[src/rtl/fetch_sequencer.sv]
// Fetch sequencer: drives the PC into a combinational instruction memory, buffers fetched
// words in a small FIFO for the issue stage, and handles branch redirects and halt draining.
module fetch_sequencer #(
  parameter int unsigned       QDEPTH   = 4,
  parameter int unsigned       ADDR_W   = 32,
  parameter logic [ADDR_W-1:0] RESET_PC = '0
) (
  input  logic                      clk,
  input  logic                      rst,
  output logic [ADDR_W-1:0]         mem_pc,
  input  logic [31:0]               mem_instr,
  input  logic                      mem_isdone,
  output logic                      issue_valid,
  output logic [31:0]               issue_instr,
  output logic [ADDR_W-1:0]         issue_pc,
  input  logic                      issue_ready,
  input  logic                      redirect_valid,
  input  logic [ADDR_W-1:0]         redirect_pc,
  output logic                      halted,
  output logic [$clog2(QDEPTH):0]   q_count
);

  localparam int unsigned PtrW = $clog2(QDEPTH);
  localparam int unsigned CntW = PtrW + 1;
  localparam logic [CntW-1:0] Full = CntW'(QDEPTH);

  typedef enum logic [1:0] {StFetch, StDrain, StHalted} state_e;

  state_e            state_q, state_d;
  logic [ADDR_W-1:0] pc_q, pc_d;
  logic [PtrW-1:0]   rd_ptr_q, rd_ptr_d;
  logic [PtrW-1:0]   wr_ptr_q, wr_ptr_d;
  logic [CntW-1:0]   count_q, count_d;

  logic [31:0]       instr_q [QDEPTH];
  logic [ADDR_W-1:0] ipc_q   [QDEPTH];

  logic deq, enq_ok, push, flush;

  assign deq    = issue_valid & issue_ready;
  // A full queue can still take a word when the head leaves in the same cycle.
  assign enq_ok = (count_q < Full) | deq;
  assign flush  = redirect_valid & (state_q != StHalted);
  assign push   = (state_q == StFetch) & ~redirect_valid & enq_ok & ~mem_isdone;

  // State register
  always_ff @(posedge clk or posedge rst) begin
    if (rst) begin
      state_q <= StFetch;
    end else begin
      state_q <= state_d;
    end
  end

  // Next-state logic
  always_comb begin
    state_d = state_q;
    unique case (state_q)
      StFetch: begin
        if (flush) begin
          state_d = StFetch;
        end else if (enq_ok && mem_isdone) begin
          state_d = StDrain;
        end
      end
      StDrain: begin
        if (flush) begin
          state_d = StFetch;
        end else if (count_q == '0) begin
          state_d = StHalted;
        end
      end
      StHalted: state_d = StHalted;
      default:  state_d = StFetch;
    endcase
  end

  // Output logic
  always_comb begin
    issue_valid = (count_q != '0) && (state_q != StHalted);
    halted      = (state_q == StHalted);
    issue_instr = instr_q[rd_ptr_q];
    issue_pc    = ipc_q[rd_ptr_q];
    mem_pc      = pc_q;
    q_count     = count_q;
  end

  // Datapath next state; a redirect discards everything, including a same-cycle fetch.
  always_comb begin
    pc_d     = pc_q;
    rd_ptr_d = rd_ptr_q;
    wr_ptr_d = wr_ptr_q;
    count_d  = count_q;
    if (flush) begin
      pc_d     = redirect_pc;
      rd_ptr_d = '0;
      wr_ptr_d = '0;
      count_d  = '0;
    end else begin
      if (push) begin
        pc_d     = pc_q + ADDR_W'(1);
        wr_ptr_d = wr_ptr_q + PtrW'(1);
      end
      if (deq) begin
        rd_ptr_d = rd_ptr_q + PtrW'(1);
      end
      unique case ({push, deq})
        2'b10:   count_d = count_q + CntW'(1);
        2'b01:   count_d = count_q - CntW'(1);
        default: count_d = count_q;
      endcase
    end
  end

  always_ff @(posedge clk or posedge rst) begin
    if (rst) begin
      pc_q     <= RESET_PC;
      rd_ptr_q <= '0;
      wr_ptr_q <= '0;
      count_q  <= '0;
    end else begin
      pc_q     <= pc_d;
      rd_ptr_q <= rd_ptr_d;
      wr_ptr_q <= wr_ptr_d;
      count_q  <= count_d;
    end
  end

  // Queue storage needs no reset: entries are only visible while counted.
  always_ff @(posedge clk) begin
    if (push) begin
      instr_q[wr_ptr_q] <= mem_instr;
      ipc_q[wr_ptr_q]   <= pc_q;
    end
  end

endmodule
[config.mk]
export PLATFORM = sky130hd
export DESIGN_NAME = fetch_sequencer
export DESIGN_NICKNAME = d
export VERILOG_FILES = /design/src/rtl/fetch_sequencer.sv
export SDC_FILE = /design/constraint.sdc
export NUM_CORES = 1
export LEC_CHECK = 0
export CAP_MARGIN = 10
export CORE_MARGIN = 2
export CORE_UTILIZATION = 45
export CTS_CLUSTER_DIAMETER = 200
export DETAILED_ROUTE_END_ITERATION = 16
export PLACE_DENSITY_LB_ADDON = 0.3
export SETUP_SLACK_MARGIN = 0.2
export SLEW_MARGIN = 10
export SYNTH_ARGS = -nofsm -noshare
export SYNTH_HDL_FRONTEND = slang
export SYNTH_SLANG_ARGS = --single-unit
[constraint.sdc]
create_clock -name clk -period 3.69 [get_ports clk]
set_clock_uncertainty 0.15 [all_clocks]
set_input_delay 0.369 -clock clk [delete_from_list [all_inputs] [get_ports clk]]
set_output_delay 0.369 -clock clk [all_outputs]
set_load 0.1 [all_outputs]
==> run metrics, run 1 <==
outcome finished clean; DRT Wirelength 24.77 mm; post-synthesis cell count 606; critical path's slowest cell clkdlybuf4s50_1; Final period util a little under nine tenths; initial antenna violation count 0; max incr delay on CP 0.99 ns; RSZ-0062 raised after global routing false; I/O Buffers ~170; min Tclk post-route 3.154 ns; DR iter-0 viols between 500 and 600; I/O pin count 170; max_cap viols 0; min-delay worst type primary input to async pin; # rows between 50 and 60; number of flops mapped to enable cells by yosys 256; GPL Wtd Cong 0.8405; area grow syn2layout 25.61%; crit end category output pin; DP HPWL 15.52 mm; clk_lat worst skew 0.53 ns; pre-CTS setup slack 0.2584 ns; synthesis warning total 0; worst hold margin between 0.2 and 0.25 ns; hold buffer count at CTS 0; Synth Register Bits about 300; peak supply drop 0.0006771 V; H-tree depth 1; mapped cell area 11540 um2; top cells by count, synth 256 x edfxtp_1, 64 x mux4_2, 42 x nand2_1, 41 x dfrtp_1, 28 x o21ai_0; CP delay by family, top buffers and inverters; TritonCTS clock tree built; crit path from q_count[0]; met1 GRT Util 25.23%; crit path cell chain nor3_1 -> nor2_1 -> clkdlybuf4s50_1; Slew @ Worst Pin 1.036 ns; area of the die roughly 27000 um2; WP data required ~3.2 ns; Chip Width between 150 and 200 um; Die H between 150 and 200 um; Hold Violations, Final 0; Starting Density 45.82%; layout cells sized above 1 24.24%; CTS resizes 0; leading area contributor after synthesis edfxtp_1; clock transition at the registers of the reported paths approximately 0.060 ns; clock buffer count from CTS 29; Synth Flop Type edfxtp_1; Ant. Diodes 0; post-synth top area share 66.62%; # DRC 0; Core ar. around 25000 um2; GRT busiest layer met2; Final ANT Viol Nets 0; DRT Pass-1 Iters 5; count leader, synth edfxtp_1; Post-CTS Setup Repair Bufs 0; source of the worst register-to-register timing path state_q[0]; largest cells by area after synthesis edfxtp_1 67%, mux4_2 12%, dfrtp_1 8.9%, xnor2_1 1.8%, nand2_1 1.4%; FILL cells 1891; via count 6299; Setup Viol. Count Final 0; met3 track demand over resource 3.687%; largest net degree at the start of global routing 66; worst path buffer plus inverter count 1; Async S/R FF share, synth 13.80%; critical path arrival 2.64 ns; Via density approximately 5.5; Worst Path Max Fanout 6; nets 870; CTS root buf clkbuf_16; Lkg Pwr 4.848 nW; Worst Setup Start Kind flip-flop; met2 usage 31.19%; GR Overflow Total 0; max-slew violation total from the final report 0; final setup margin ~0.54 ns; Avg WL per Cell 21.59 um; maximum clock path buffer count 3; post-synthesis sequential area ratio between 70% and 80%; Yosys cell types 36; first-pass GRT wire length 37.72 mm; kind of critical path flip-flop to output pin; post-synth net total 681; GRT Overall Usage a little under a fifth; Clock Sink Count 297; FMAX roughly 320 MHz; slew margin rel. 30.74%; Cell Pwr Density 857.8 nW/um2; vias in the first global route 6664; Avg Cell Area, Syn 19.04 um2; setup TNS 0 ns
cells in the final DEF (no fill, tap or decap), types with 2 or more instances in the layout:
master	Yosys	routed
clkbuf_16	0	29
xnor2_1	24	24
mux2i_1	2	2
or4_1	4	4
clkbuf_1	18	4
nor3_1	14	14
o21ai_0	28	28
buf_12	0	6
clkbuf_8	0	5
nand2_1	42	42
nand3_1	15	15
nor2_1	20	20
nand4_1	6	6
and2_4	0	4
inv_1	12	11
clkinv_2	0	6
a21oi_1	5	5
buf_4	0	75
nor4_1	6	6
clkinv_1	0	7
nor4b_1	2	2
dfrtp_4	0	2
or4_4	2	2
dfrtp_1	41	39
clkdlybuf4s50_1	0	105
xor2_1	6	6
edfxtp_1	256	256
and4_1	3	3
and3_1	5	5
ha_1	5	5
mux4_2	64	64
o211ai_1	2	2
registers in the layout, summed over array words and instances, names as in the netlist:
register / flops
instr_q: 128
ipc_q: 128
mem_pc: 32
q_count: 3
rd_ptr_q: 2
state_q: 2
wr_ptr_q: 2
metal layers:
| layer | part of all wire (%) | vias to the layer above |
|---|---|---|
| met3 | 7.1 | 31 |
| met2 | 50 | 230 |
| met5 | 0 | - |
| met1 | 41 | 3253 |
| met4 | 1.6 | 0 |
| li1 | - | 2785 |
path summary, 6_finish.rpt:
check | endpoint | slack (ns) | depth (start not counted)
max | issue_valid | 0.54 | 3
max reg2reg | mem_pc[28] | 0.66 | 5
min in group clk | mem_pc[2] | 0.24 | 3
min reg2reg | state_q[0] | 0.42 | 1
min | mem_pc[5] | 0.21 | 2
max in group asynchronous | rd_ptr_q[1] | 2.50 | 2
final cells by class:
cell class | instances | area [um2] | area share [%]
Multi-Input combinational cell | 269 | 2678 | 18.47
Inverter | 12 | 45.04 | 0.3108
Sequential cell | 297 | 8721 | 60.17
Clock buffer | 38 | 809.5 | 5.585
Timing Repair Buffer | 186 | 1734 | 11.96
Tap cell | 330 | 412.9 | 2.849
Clock inverter | 15 | 93.84 | 0.6474
cell families after synthesis:
| family | after synthesis | synth area share (%) |
|---|---|---|
| AO/OA/AOI/OAI | 40 | 1.952 |
| XOR/XNOR | 30 | 2.277 |
| adder cells (fa/ha/maj) | 6 | 0.7157 |
| buffers and inverters | 40 | 1.377 |
| flip-flops | 297 | 75.52 |
| multiplexers | 66 | 12.67 |
| AND/OR/NAND/NOR | 127 | 5.498 |
report_power, final:
group / total, mW / leakage, nW / switching, mW / internal [mW]
sequential: 4.65 / 2.82 / 0.490 / 4.16
combinational: 5.00 / 1.58 / 3.77 / 1.23
clock: 2.78 / 0.447 / 1.18 / 1.60
total: 12.4 / 4.85 / 5.44 / 7.00
metrics by stage:
step	utilization [%]	instance area [um2]	cells	total power, mW
after CTS	57.56	14490	1147	12.55
final	57.56	14490	1147	12.43
after global routing	57.56	14490	1147	12.86
after detailed placement	53.97	13590	1094	9.759
after global placement	53.97	13590	1094	9.665
after floorplan	-	11540	606	8.490
(Power assumes the default switching activity.)
==> run 2, diff against run 1 <==
--- a/config.mk
+++ b/config.mk
@@ -12,7 +12,7 @@
 export DETAILED_ROUTE_END_ITERATION = 16
 export PLACE_DENSITY_LB_ADDON = 0.3
 export SETUP_SLACK_MARGIN = 0.2
-export SLEW_MARGIN = 10
+export SLEW_MARGIN = 25
 export SYNTH_ARGS = -nofsm -noshare
 export SYNTH_HDL_FRONTEND = slang
 export SYNTH_SLANG_ARGS = --single-unit
==> run 2 against run 1 <==
Compared with the run above:
- flip-flop and latch count unchanged
- largest power group unchanged
- non-clock buffer count up 1
- maximum frequency is 0.40% lower
==> run metrics, run 2 (synthesis results as in run 1) <==
# DRC 0; Cell Pwr Density 857.1 nW/um2; clock buffer count from CTS 29; layout cells sized above 1 24.33%; initial antenna violation count 0; share of power burned in registers 37.1%; Ant. Diodes 0; Worst Path Max Fanout 6; critical path's slowest cell clkdlybuf4s50_1; area of the die 26940 um2; hold buffer count at CTS 0; slew margin rel. a little under a third; combinational share of power 40.6%; clk_lat worst skew ~0.53 ns; max_cap viols 0; P_int 7.003 mW; Final period util 85.83%; TritonCTS clock tree built; crit path cell chain nor3_1 -> nor2_1 -> clkdlybuf4s50_1; Final ANT Viol Nets 0; H-tree depth 1; maximum clock path buffer count 3; vias in the first global route 6664; Via density 5.477; FMAX between 300 and 400 MHz; max-slew violation total from the final report 0; peak supply drop approximately 0.00068 V; DR iter-0 viols 560; final core utilization 57.67%; max incr delay on CP 0.99 ns; I/O pin count 170; commonest non-fill, non-tap cells in the layout 256 x edfxtp_1, 105 x clkdlybuf4s50_1, 75 x buf_4; Die H 164.1 um; Core ar. 25180 um2; I/O Buffers around 170; Worst Setup Start Kind flip-flop; area grow syn2layout 25.85%; Switch Pwr 5.443 mW; Hold Violations, Final 0; first-pass GRT wire length 37.72 mm; Post-CTS Setup Repair Bufs 0; min Tclk post-route 3.167 ns; setup TNS 0 ns; DRT Pass-1 Iters 5; CTS root buf clkbuf_16; Setup Viol. Count Final 0; GRT Overall Usage 18.52%; # rows slightly below 60; min-delay worst type primary input to async pin; CTS resizes 0; kind of critical path flip-flop to output pin; nets between 800 and 900; Tot Pwr ~12 mW; via count 6288; crit end category output pin; clock transition at the registers of the reported paths 0.06 ns; final std cells w/o fill 1148; Clock Sink Count 297; DP HPWL between 15 and 20 mm; outcome finished clean; Cells after DPL ~1100; Starting Density 45.82%; RSZ-0062 raised after global routing false; Net Sw Frac 43.73%; Chip Width 164.1 um; Clk pwr share 22.3%; commonest non-fill, non-tap cell in the layout edfxtp_1; largest net degree at the start of global routing 66; GR Overflow Total 0; critical path arrival 2.65 ns; GPL Wtd Cong 0.8405; Avg WL per Cell ~22 um; DRT Wirelength 24.77 mm; Slew @ Worst Pin 1.039 ns; WP data required 3.17 ns; Lkg Pwr 4.860 nW
## run 2: cell types whose count changed in the layout (fill, tap and decap cells not counted)
cell	before	now
buf_16	0	1
## run 2: worst paths after layout
check	from	to	slack, ns	depth (start not counted)
setup / recovery	q_count[0]	issue_valid	0.52	3
hold / removal	rst	mem_pc[5]	0.21	2
setup reg to reg	state_q[0]	mem_pc[28]	0.67	5
hold reg to reg	state_q[1]	state_q[0]	0.43	1
max in group asynchronous	rst	rd_ptr_q[1]	2.50	2
min in group clk	redirect_pc[2]	mem_pc[2]	0.25	3
## run 2: routing by layer
| metal | part of all wire (%) | vias up | GRT usage [%] |
|---|---|---|---|
| met1 | 42 | 3250 | 25.23 |
| met2 | 49 | 221 | 31.19 |
| met5 | 0 | - | 0 |
| met3 | 6.5 | 32 | 3.687 |
| met4 | 1.6 | 0 | 4.027 |
| li1 | - | 2785 | - |
## run 2: layout make-up
class	instances	area, um2
repair buffers	187	1762
clock inverters	15	93.84
fillers	1889	10660
inverters	12	45.04
well taps	330	412.9
clock buffers	38	809.5
multi-input cells	269	2678
flip-flops and latches	297	8721
## run 2: power groups by stage
stage	logic, mW	registers (mW)	clock network (mW)
global placement	4.98	4.68	0
finish	5.05	4.62	2.78
global route	5.22	4.69	2.97
CTS	5.04	4.66	2.84
detailed placement	5.03	4.73	0
floorplan	2.95	5.54	0
## run 2: worst max-delay path: cells and delay by family (launching register included)
family	cells	cell delay (ns)
buffers and inverters	1	0.99
DFF	1	0.44
and+or+nand+nor	2	0.69
## run 2: per-stage QoR
stage / setup slack [ns] / hold slack, ns / instance area, um2
2_1_floorplan: 0.3160 / 0.2968 / 11540
3_3_place_gp: 0.3569 / 0.3731 / 13590
3_5_place_dp: 0.2584 / 0.4031 / 13590
4_1_cts: 0.5218 / 0.2189 / 14490
5_1_grt: 0.4274 / 0.2401 / 14520
6_report: 0.5230 / 0.2143 / 14520
